$ cat src/rtl/sonar_pkg.sv
// Shared definitions for the sonar serial transmitter: FSM state codes,
// ASCII constants of the "aaa,ddd#" frame and small character helpers.
package sonar_pkg;

    typedef enum logic [3:0] {
        INICIAL = 4'h0,
        PREPARA = 4'h1,
        ENVIA   = 4'h2,
        ESPERA  = 4'h3,
        PROXIMO = 4'h4,
        FINAL   = 4'hF
    } estado_t;

    localparam logic [6:0]  ASCII_ZERO    = 7'h30;
    localparam logic [6:0]  ASCII_VIRGULA = 7'h2C;
    localparam logic [6:0]  ASCII_FIM     = 7'h23;
    localparam int unsigned FRAME_LEN     = 8;

    // Digits above 9 are deliberately not clamped.
    function automatic logic [6:0] digito_ascii(input logic [3:0] digito);
        return ASCII_ZERO + {3'b000, digito};
    endfunction

    function automatic logic paridade_impar(input logic [6:0] dados);
        return ~^dados;
    endfunction

endpackage

$ cat src/rtl/tx_serial_7O1.sv
// UART transmitter for one 7O1 character: start, 7 data bits LSB first,
// odd parity, one stop bit, each held CLKS_PER_BIT clocks.
module tx_serial_7O1
    import sonar_pkg::*;
#(
    parameter int unsigned CLKS_PER_BIT = 434
) (
    input  logic       clock,
    input  logic       reset,
    input  logic       partida,
    input  logic [6:0] dados_ascii,
    output logic       saida_serial,
    output logic       pronto
);

    localparam int unsigned CW          = (CLKS_PER_BIT > 1) ? $clog2(CLKS_PER_BIT) : 1;
    localparam logic [CW-1:0] BAUD_LAST   = CW'(CLKS_PER_BIT - 1);
    localparam logic [CW-1:0] BAUD_PENULT = CW'(CLKS_PER_BIT - 2);
    localparam logic [3:0]    BIT_STOP    = 4'd9;

    logic [CW-1:0] baud_q, baud_d;
    logic [3:0]    bit_q, bit_d;
    logic [9:0]    shift_q, shift_d;
    logic          saida_q, saida_d;
    logic          ativo_q, ativo_d;
    logic          pronto_q, pronto_d;

    always_comb begin
        baud_d   = baud_q;
        bit_d    = bit_q;
        shift_d  = shift_q;
        saida_d  = saida_q;
        ativo_d  = ativo_q;
        pronto_d = 1'b0;
        if (partida && !ativo_q) begin
            shift_d = {1'b1, paridade_impar(dados_ascii), dados_ascii, 1'b0};
            saida_d = 1'b0;
            baud_d  = '0;
            bit_d   = '0;
            ativo_d = 1'b1;
        end else if (ativo_q) begin
            // Done is raised during the final stop-bit cycle so the caller's
            // FSM can restart with exactly two idle cycles between characters.
            if (bit_q == BIT_STOP && baud_q == BAUD_PENULT) begin
                pronto_d = 1'b1;
            end
            if (baud_q == BAUD_LAST) begin
                baud_d = '0;
                if (bit_q == BIT_STOP) begin
                    ativo_d = 1'b0;
                    saida_d = 1'b1;
                end else begin
                    bit_d   = bit_q + 4'd1;
                    shift_d = {1'b1, shift_q[9:1]};
                    saida_d = shift_q[1];
                end
            end else begin
                baud_d = baud_q + 1'b1;
            end
        end
    end

    always_ff @(posedge clock) begin
        if (!reset) begin
            baud_q   <= '0;
            bit_q    <= '0;
            shift_q  <= '1;
            saida_q  <= 1'b1;
            ativo_q  <= 1'b0;
            pronto_q <= 1'b0;
        end else begin
            baud_q   <= baud_d;
            bit_q    <= bit_d;
            shift_q  <= shift_d;
            saida_q  <= saida_d;
            ativo_q  <= ativo_d;
            pronto_q <= pronto_d;
        end
    end

    assign saida_serial = saida_q;
    assign pronto       = pronto_q;

endmodule

$ cat src/rtl/sonar_transmissor.sv
// Sonar frame transmitter: latches angle/distance BCD digits on request and
// sends "aaa,ddd#" through the 7O1 serializer, reporting busy and done.
module sonar_transmissor
    import sonar_pkg::*;
#(
    parameter int unsigned CLKS_PER_BIT = 434
) (
    input  logic       clock,
    input  logic       reset,
    input  logic       transmitir,
    input  logic [3:0] angulo2,
    input  logic [3:0] angulo1,
    input  logic [3:0] angulo0,
    input  logic [3:0] medida2,
    input  logic [3:0] medida1,
    input  logic [3:0] medida0,
    output logic       saida_serial,
    output logic       ocupado,
    output logic       pronto,
    output logic [3:0] db_estado
);

    localparam logic [2:0] IDX_ULTIMO = 3'(FRAME_LEN - 1);

    estado_t         estado_q, estado_d;
    logic [2:0]      idx_q, idx_d;
    logic [5:0][3:0] dig_q, dig_d;
    logic            ocupado_q, pronto_q;
    logic            partida;
    logic            tx_pronto;
    logic [6:0]      caractere;

    always_comb begin
        caractere = ASCII_FIM;
        case (idx_q)
            3'd0:    caractere = digito_ascii(dig_q[5]);
            3'd1:    caractere = digito_ascii(dig_q[4]);
            3'd2:    caractere = digito_ascii(dig_q[3]);
            3'd3:    caractere = ASCII_VIRGULA;
            3'd4:    caractere = digito_ascii(dig_q[2]);
            3'd5:    caractere = digito_ascii(dig_q[1]);
            3'd6:    caractere = digito_ascii(dig_q[0]);
            default: caractere = ASCII_FIM;
        endcase
    end

    always_comb begin
        estado_d = estado_q;
        idx_d    = idx_q;
        dig_d    = dig_q;
        partida  = 1'b0;
        case (estado_q)
            INICIAL: begin
                // Digits are captured together with the accepted request, so
                // any change from the following cycle on cannot reach the frame.
                if (transmitir) begin
                    estado_d = PREPARA;
                    dig_d    = {angulo2, angulo1, angulo0, medida2, medida1, medida0};
                end
            end
            PREPARA: begin
                idx_d    = '0;
                estado_d = ENVIA;
            end
            ENVIA: begin
                partida  = 1'b1;
                estado_d = ESPERA;
            end
            ESPERA: begin
                if (tx_pronto) begin
                    estado_d = PROXIMO;
                end
            end
            PROXIMO: begin
                idx_d    = idx_q + 3'd1;
                estado_d = (idx_q == IDX_ULTIMO) ? FINAL : ENVIA;
            end
            FINAL: begin
                estado_d = INICIAL;
            end
            default: begin
                estado_d = INICIAL;
            end
        endcase
    end

    // Status outputs are registered one cycle behind the state register.
    always_ff @(posedge clock) begin
        if (!reset) begin
            estado_q  <= INICIAL;
            idx_q     <= '0;
            dig_q     <= '0;
            ocupado_q <= 1'b0;
            pronto_q  <= 1'b0;
        end else begin
            estado_q  <= estado_d;
            idx_q     <= idx_d;
            dig_q     <= dig_d;
            ocupado_q <= (estado_q != INICIAL);
            pronto_q  <= (estado_q == FINAL);
        end
    end

    tx_serial_7O1 #(
        .CLKS_PER_BIT(CLKS_PER_BIT)
    ) u_tx (
        .clock       (clock),
        .reset       (reset),
        .partida     (partida),
        .dados_ascii (caractere),
        .saida_serial(saida_serial),
        .pronto      (tx_pronto)
    );

    assign ocupado   = ocupado_q;
    assign pronto    = pronto_q;
    assign db_estado = estado_q;

endmodule

$ cat config.mk
export PLATFORM = sky130hd
export DESIGN_NAME = sonar_transmissor
export DESIGN_NICKNAME = d
export VERILOG_FILES = /design/src/rtl/sonar_pkg.sv /design/src/rtl/tx_serial_7O1.sv /design/src/rtl/sonar_transmissor.sv
export SDC_FILE = /design/constraint.sdc
export NUM_CORES = 1
export LEC_CHECK = 0
export BUFFER_PORTS_ARGS = -buffer_cell sky130_fd_sc_hd__buf_2
export CORE_UTILIZATION = 60
export DETAILED_ROUTE_END_ITERATION = 6
export GPL_ROUTABILITY_DRIVEN = 0
export PLACE_DENSITY = 0.92
export REMOVE_ABC_BUFFERS = 1
export SETUP_SLACK_MARGIN = 0.1
export SLEW_MARGIN = 20
export SYNTH_ARGS = -nofsm -noshare
export SYNTH_HDL_FRONTEND = slang
export SYNTH_SLANG_ARGS = --single-unit
export TNS_END_PERCENT = 1
$ cat constraint.sdc
create_clock -name clock -period 3.5 [get_ports clock]
set_input_delay 0.175 -clock clock [delete_from_list [all_inputs] [get_ports clock]]
set_output_delay 0.175 -clock clock [all_outputs]
set_load 0.005 [all_outputs]
==> reports/qor.log <==
INFO  clock_network  clockBufferDepth=2
INFO  worst_setup_path timing.critical_path.arrival=2.59ns
INFO  route          drt-vias-per-instance=5.54
INFO  worst_setup_path cp-start-kind=flop
INFO  logic_synthesis synth_area_leaders=sky130_fd_sc_hd__dfxtp_1, sky130_fd_sc_hd__nand2_1, sky130_fd_sc_hd__a21boi_0
INFO  placed_design  buffer_ports.inserted=33
INFO  grt            maximum_number_of_pins_on_one_net_before_global_route_repair=44
INFO  worst_setup_path worstPathMaxFanout=17
INFO  logic_synthesis synth_fa_ha_area_frac=0.0501
INFO  timing         slew-limit-headroom=0.465
INFO  final_layout   final.fill_count=324
INFO  logic_synthesis area_fraction_in_compound_gates_after_synthesis=0.179
INFO  worst_setup_path worst-endpoint-required=3.69ns
INFO  clock_network  tritoncts.num_buffers=9
INFO  floorplanning  die_area=4860um^2
INFO  logic_synthesis synth.cell_area=2750um^2
INFO  pwr            p_sw_frac=0.263
INFO  timing         tightest_slew=0.802ns
INFO  floorplanning  fp.dieW=69.7um
INFO  logic_synthesis postSynth.topFlopCell=sky130_fd_sc_hd__dfxtp_1
INFO  logic_synthesis yosysWarnings=0
INFO  clock_network  clkSinkCount=57
INFO  grt            grt_pass1_wl=9250um
INFO  logic_synthesis synthCells=326
INFO  grt            overflow=0
INFO  placed_design  placed_cells=388
INFO  logic_synthesis post_synth_num_cell_types=45
INFO  floorplanning  placeableCoreArea=4380um^2
INFO  clock_network  clkTransAtPathRegs=0.07ns
INFO  logic_synthesis ys_seq_area_frac=0.415
INFO  logic_synthesis number_of_synthesized_flops_with_an_enable_pin=0
INFO  timing         final_min_period_over_clock_period=0.688
INFO  clock_network  clk_latency=0.34ns
INFO  route          post-route-drc-count=0
INFO  logic_synthesis post-synth-top-area-fraction=0.415
INFO  route          wirelength=5390um
INFO  timing         fmax=415MHz
INFO  grt            grt_pass1_vias=2,158
INFO  clock_network  postCtsSetupRepairBufs=0
INFO  pwr            p_switching=0.401mW
INFO  grt            globalRouteTotalUtil=0.242
INFO  min_path       min-delay-path-class=in -> reg
INFO  clock_network  ctsHoldBuffers=0
INFO  timing         totalNegativeSetupSlack=0ns
INFO  clock_network  cts_tree=done
INFO  run_status     outcome=complete, no violations
INFO  floorplanning  io_pins=34
INFO  route          dr.first_iter.drc_count=160
INFO  logic_synthesis synth.mux.area_fraction=0.0223
INFO  pwr            cellInternalPower=1.13mW
INFO  timing         fin_crit=2.41ns
INFO  run            max_cap_viol_count=0
INFO  floorplanning  placementRows=24
INFO  worst_setup_path critPathCaptureType=flop
INFO  pwr            clkPwrFrac=0.389
INFO  pwr            power_per_cell_area=499nW/um^2
INFO  clock_network  htree_levels=3
INFO  logic_synthesis synth_commonest_cells=sky130_fd_sc_hd__nand2_1, sky130_fd_sc_hd__dfxtp_1, sky130_fd_sc_hd__nor2_1
INFO  pwr            worst_ir_drop_vdd=363uV
INFO  timing         maxSlewViolCount=0
INFO  logic_synthesis post_synth_xor_area_fraction=0.0446
INFO  placed_design  hpwl=3550um
INFO  logic_synthesis synth.most_common_cell=sky130_fd_sc_hd__nand2_1
INFO  route          detailroute.via_count=2,240
INFO  logic_synthesis async_flop_share=0
INFO  route          antenna_left=0
INFO  pwr            p_leak=1.19nW
INFO  grt            number_of_antenna_violations_at_the_first_check_in_global_routing=0
INFO  floorplanning  floorplan.initialDensity=0.627
INFO  pwr            combinationalPowerShare=0.129
INFO  clock_network  clk_tree_root_cell=sky130_fd_sc_hd__clkbuf_8
INFO  logic_synthesis synth_simple_gate_area_share=0.236
INFO  final_layout   finish.instance_area=3060um^2
INFO  timing         fin_worst_skew=0.0102ns
INFO  floorplanning  fp.dieH=69.7um
INFO  timing         unrepaired_setup_endpoints_after_global_routing=false
INFO  logic_synthesis post-synth-top-area-cell=sky130_fd_sc_hd__dfxtp_1
INFO  logic_synthesis synth_top_family_by_area=simple AND/OR/NAND/NOR gates
INFO  clock_network  post_cts_resized=0
INFO  route          iteration_count_of_the_initial_detailed_routing_pass=6
INFO  final_layout   post_route_cells_drive_above_1_share=0.151
INFO  pwr            pwr-share-seq=0.481
INFO  final_layout   net_total_in_the_final_layout=385
INFO  placed_design  placed_area=2870um^2
INFO  worst_setup_path timing_worst_setup_path_type=reg -> reg
INFO  final_layout   syn2layout_area_growth=11.2%
INFO  timing         final.hold.worst_slack=0.0850ns
INFO  logic_synthesis syn_area_per_cell=8.43um^2
INFO  route          wire_per_inst=13.3um
INFO  timing         hold_viol=0
INFO  final_layout   stdcell_count=404
INFO  logic_synthesis synth-seq-cells=57
INFO  timing         timing.final.setup_violations=0
INFO  final_layout   insertedDiodeCount=0
[layout by cell type (no fill, tap or decap), types with 2 or more instances in the layout]
cell,instances
sky130_fd_sc_hd__xor2_1,7
sky130_fd_sc_hd__o21ai_0,7
sky130_fd_sc_hd__buf_2,33
sky130_fd_sc_hd__a222oi_1,4
sky130_fd_sc_hd__nand2_1,63
sky130_fd_sc_hd__and4b_1,2
sky130_fd_sc_hd__nor3_1,7
sky130_fd_sc_hd__nor4_1,6
sky130_fd_sc_hd__mux2i_1,5
sky130_fd_sc_hd__ha_1,11
sky130_fd_sc_hd__dfxtp_1,57
sky130_fd_sc_hd__a211oi_1,8
sky130_fd_sc_hd__a21oi_1,5
sky130_fd_sc_hd__nand3_1,4
sky130_fd_sc_hd__clkbuf_8,10
sky130_fd_sc_hd__clkbuf_1,3
sky130_fd_sc_hd__xnor2_1,7
sky130_fd_sc_hd__nor2b_1,9
sky130_fd_sc_hd__a21boi_0,24
sky130_fd_sc_hd__a22o_1,2
sky130_fd_sc_hd__and2_1,2
sky130_fd_sc_hd__nor2_1,28
sky130_fd_sc_hd__nand2b_1,3
sky130_fd_sc_hd__o21ai_1,6
sky130_fd_sc_hd__inv_1,8
sky130_fd_sc_hd__nand4_1,5
sky130_fd_sc_hd__a31oi_1,2
sky130_fd_sc_hd__clkinv_2,2
sky130_fd_sc_hd__a22oi_1,5
[through the flow]
| stage | utilization | power, mW | setup WS, ns |
|---|---|---|---|
| after detailed placement | 0.654 | 0.944 | 1.13 |
| after global routing | 0.697 | 1.59 | 0.905 |
| after global placement | 0.654 | 0.933 | 1.23 |
| final | 0.697 | 1.53 | 1.09 |
| after floorplan | - | 0.875 | 1.38 |
| after CTS | 0.697 | 1.53 | 1.11 |
[power groups by stage]
stage               Combinational [mW]  Clock, mW  Sequential [mW]
detailed placement               0.197          0            0.747
global placement                 0.188          0            0.745
global route                     0.224      0.626            0.741
floorplan                        0.137          0            0.738
finish                           0.198      0.594            0.734
CTS                              0.198      0.597            0.734
[cells by family (layout without fill, tap and decap cells)]
logic type | after synthesis | in the layout
compound gates | 69 | 69
xor+xnor | 14 | 14
fa+ha+maj | 11 | 11
buf+inv | 32 | 58
flops | 57 | 57
mux | 6 | 6
simple gates | 137 | 137
[worst max-delay path, cell delays in order (launching register included)]
cell                       delay, ns
sky130_fd_sc_hd__dfxtp_1        0.34
sky130_fd_sc_hd__or4b_4         0.57
sky130_fd_sc_hd__nor4_4         0.31
sky130_fd_sc_hd__and2b_1        0.56
sky130_fd_sc_hd__nor2b_1        0.12
sky130_fd_sc_hd__a211oi_1       0.25
sky130_fd_sc_hd__o21ai_1        0.10
[sequential cells by signal (all words and copies together) (netlist names)]
| register | flops |
|---|---|
| u_tx.baud_q | 9 |
| u_tx.bit_q | 4 |
| idx_q | 3 |
| db_estado | 4 |
| ocupado | 1 |
| u_tx.pronto | 1 |
| dig_q | 24 |
| pronto | 1 |
| u_tx.saida_serial | 1 |
| u_tx.ativo_q | 1 |
| u_tx.shift_q | 8 |
[cell type report]
class | count | area, um^2 | share of cell area
multi-input cells | 237 | 1460 | 0.479
flip-flops and latches | 57 | 1140 | 0.373
repair buffers | 33 | 165 | 0.0540
clock buffers | 13 | 149 | 0.0487
well taps | 52 | 65.1 | 0.0213
clock inverters | 3 | 40.0 | 0.0131
inverters | 9 | 33.8 | 0.0111
[layer usage]
metal	track usage	wire length (um)	vias to the layer above
met1	0.274	2450	1020
li1	-	-	1158
met4	0.122	135	0
met2	0.408	2580	47
met3	0.0770	217	15
met5	0	0	-
[path summary, 6_finish.rpt]
kind | from | to | slack, ns | depth (start not counted)
max reg2reg | u_tx.baud_q[2]$_SDFFE_PP0P_ | u_tx.shift_q[2]$_SDFFE_PN1P_ | 1.09 | 6
max | u_tx.baud_q[2]$_SDFFE_PP0P_ | u_tx.shift_q[2]$_SDFFE_PN1P_ | 1.09 | 6
min | angulo0[1] | dig_q[13]$_SDFFE_PN0P_ | 0.08 | 3
min reg2reg | dig_q[1]$_SDFFE_PN0P_ | dig_q[1]$_SDFFE_PN0P_ | 0.46 | 2
(Power assumes the default switching activity.)
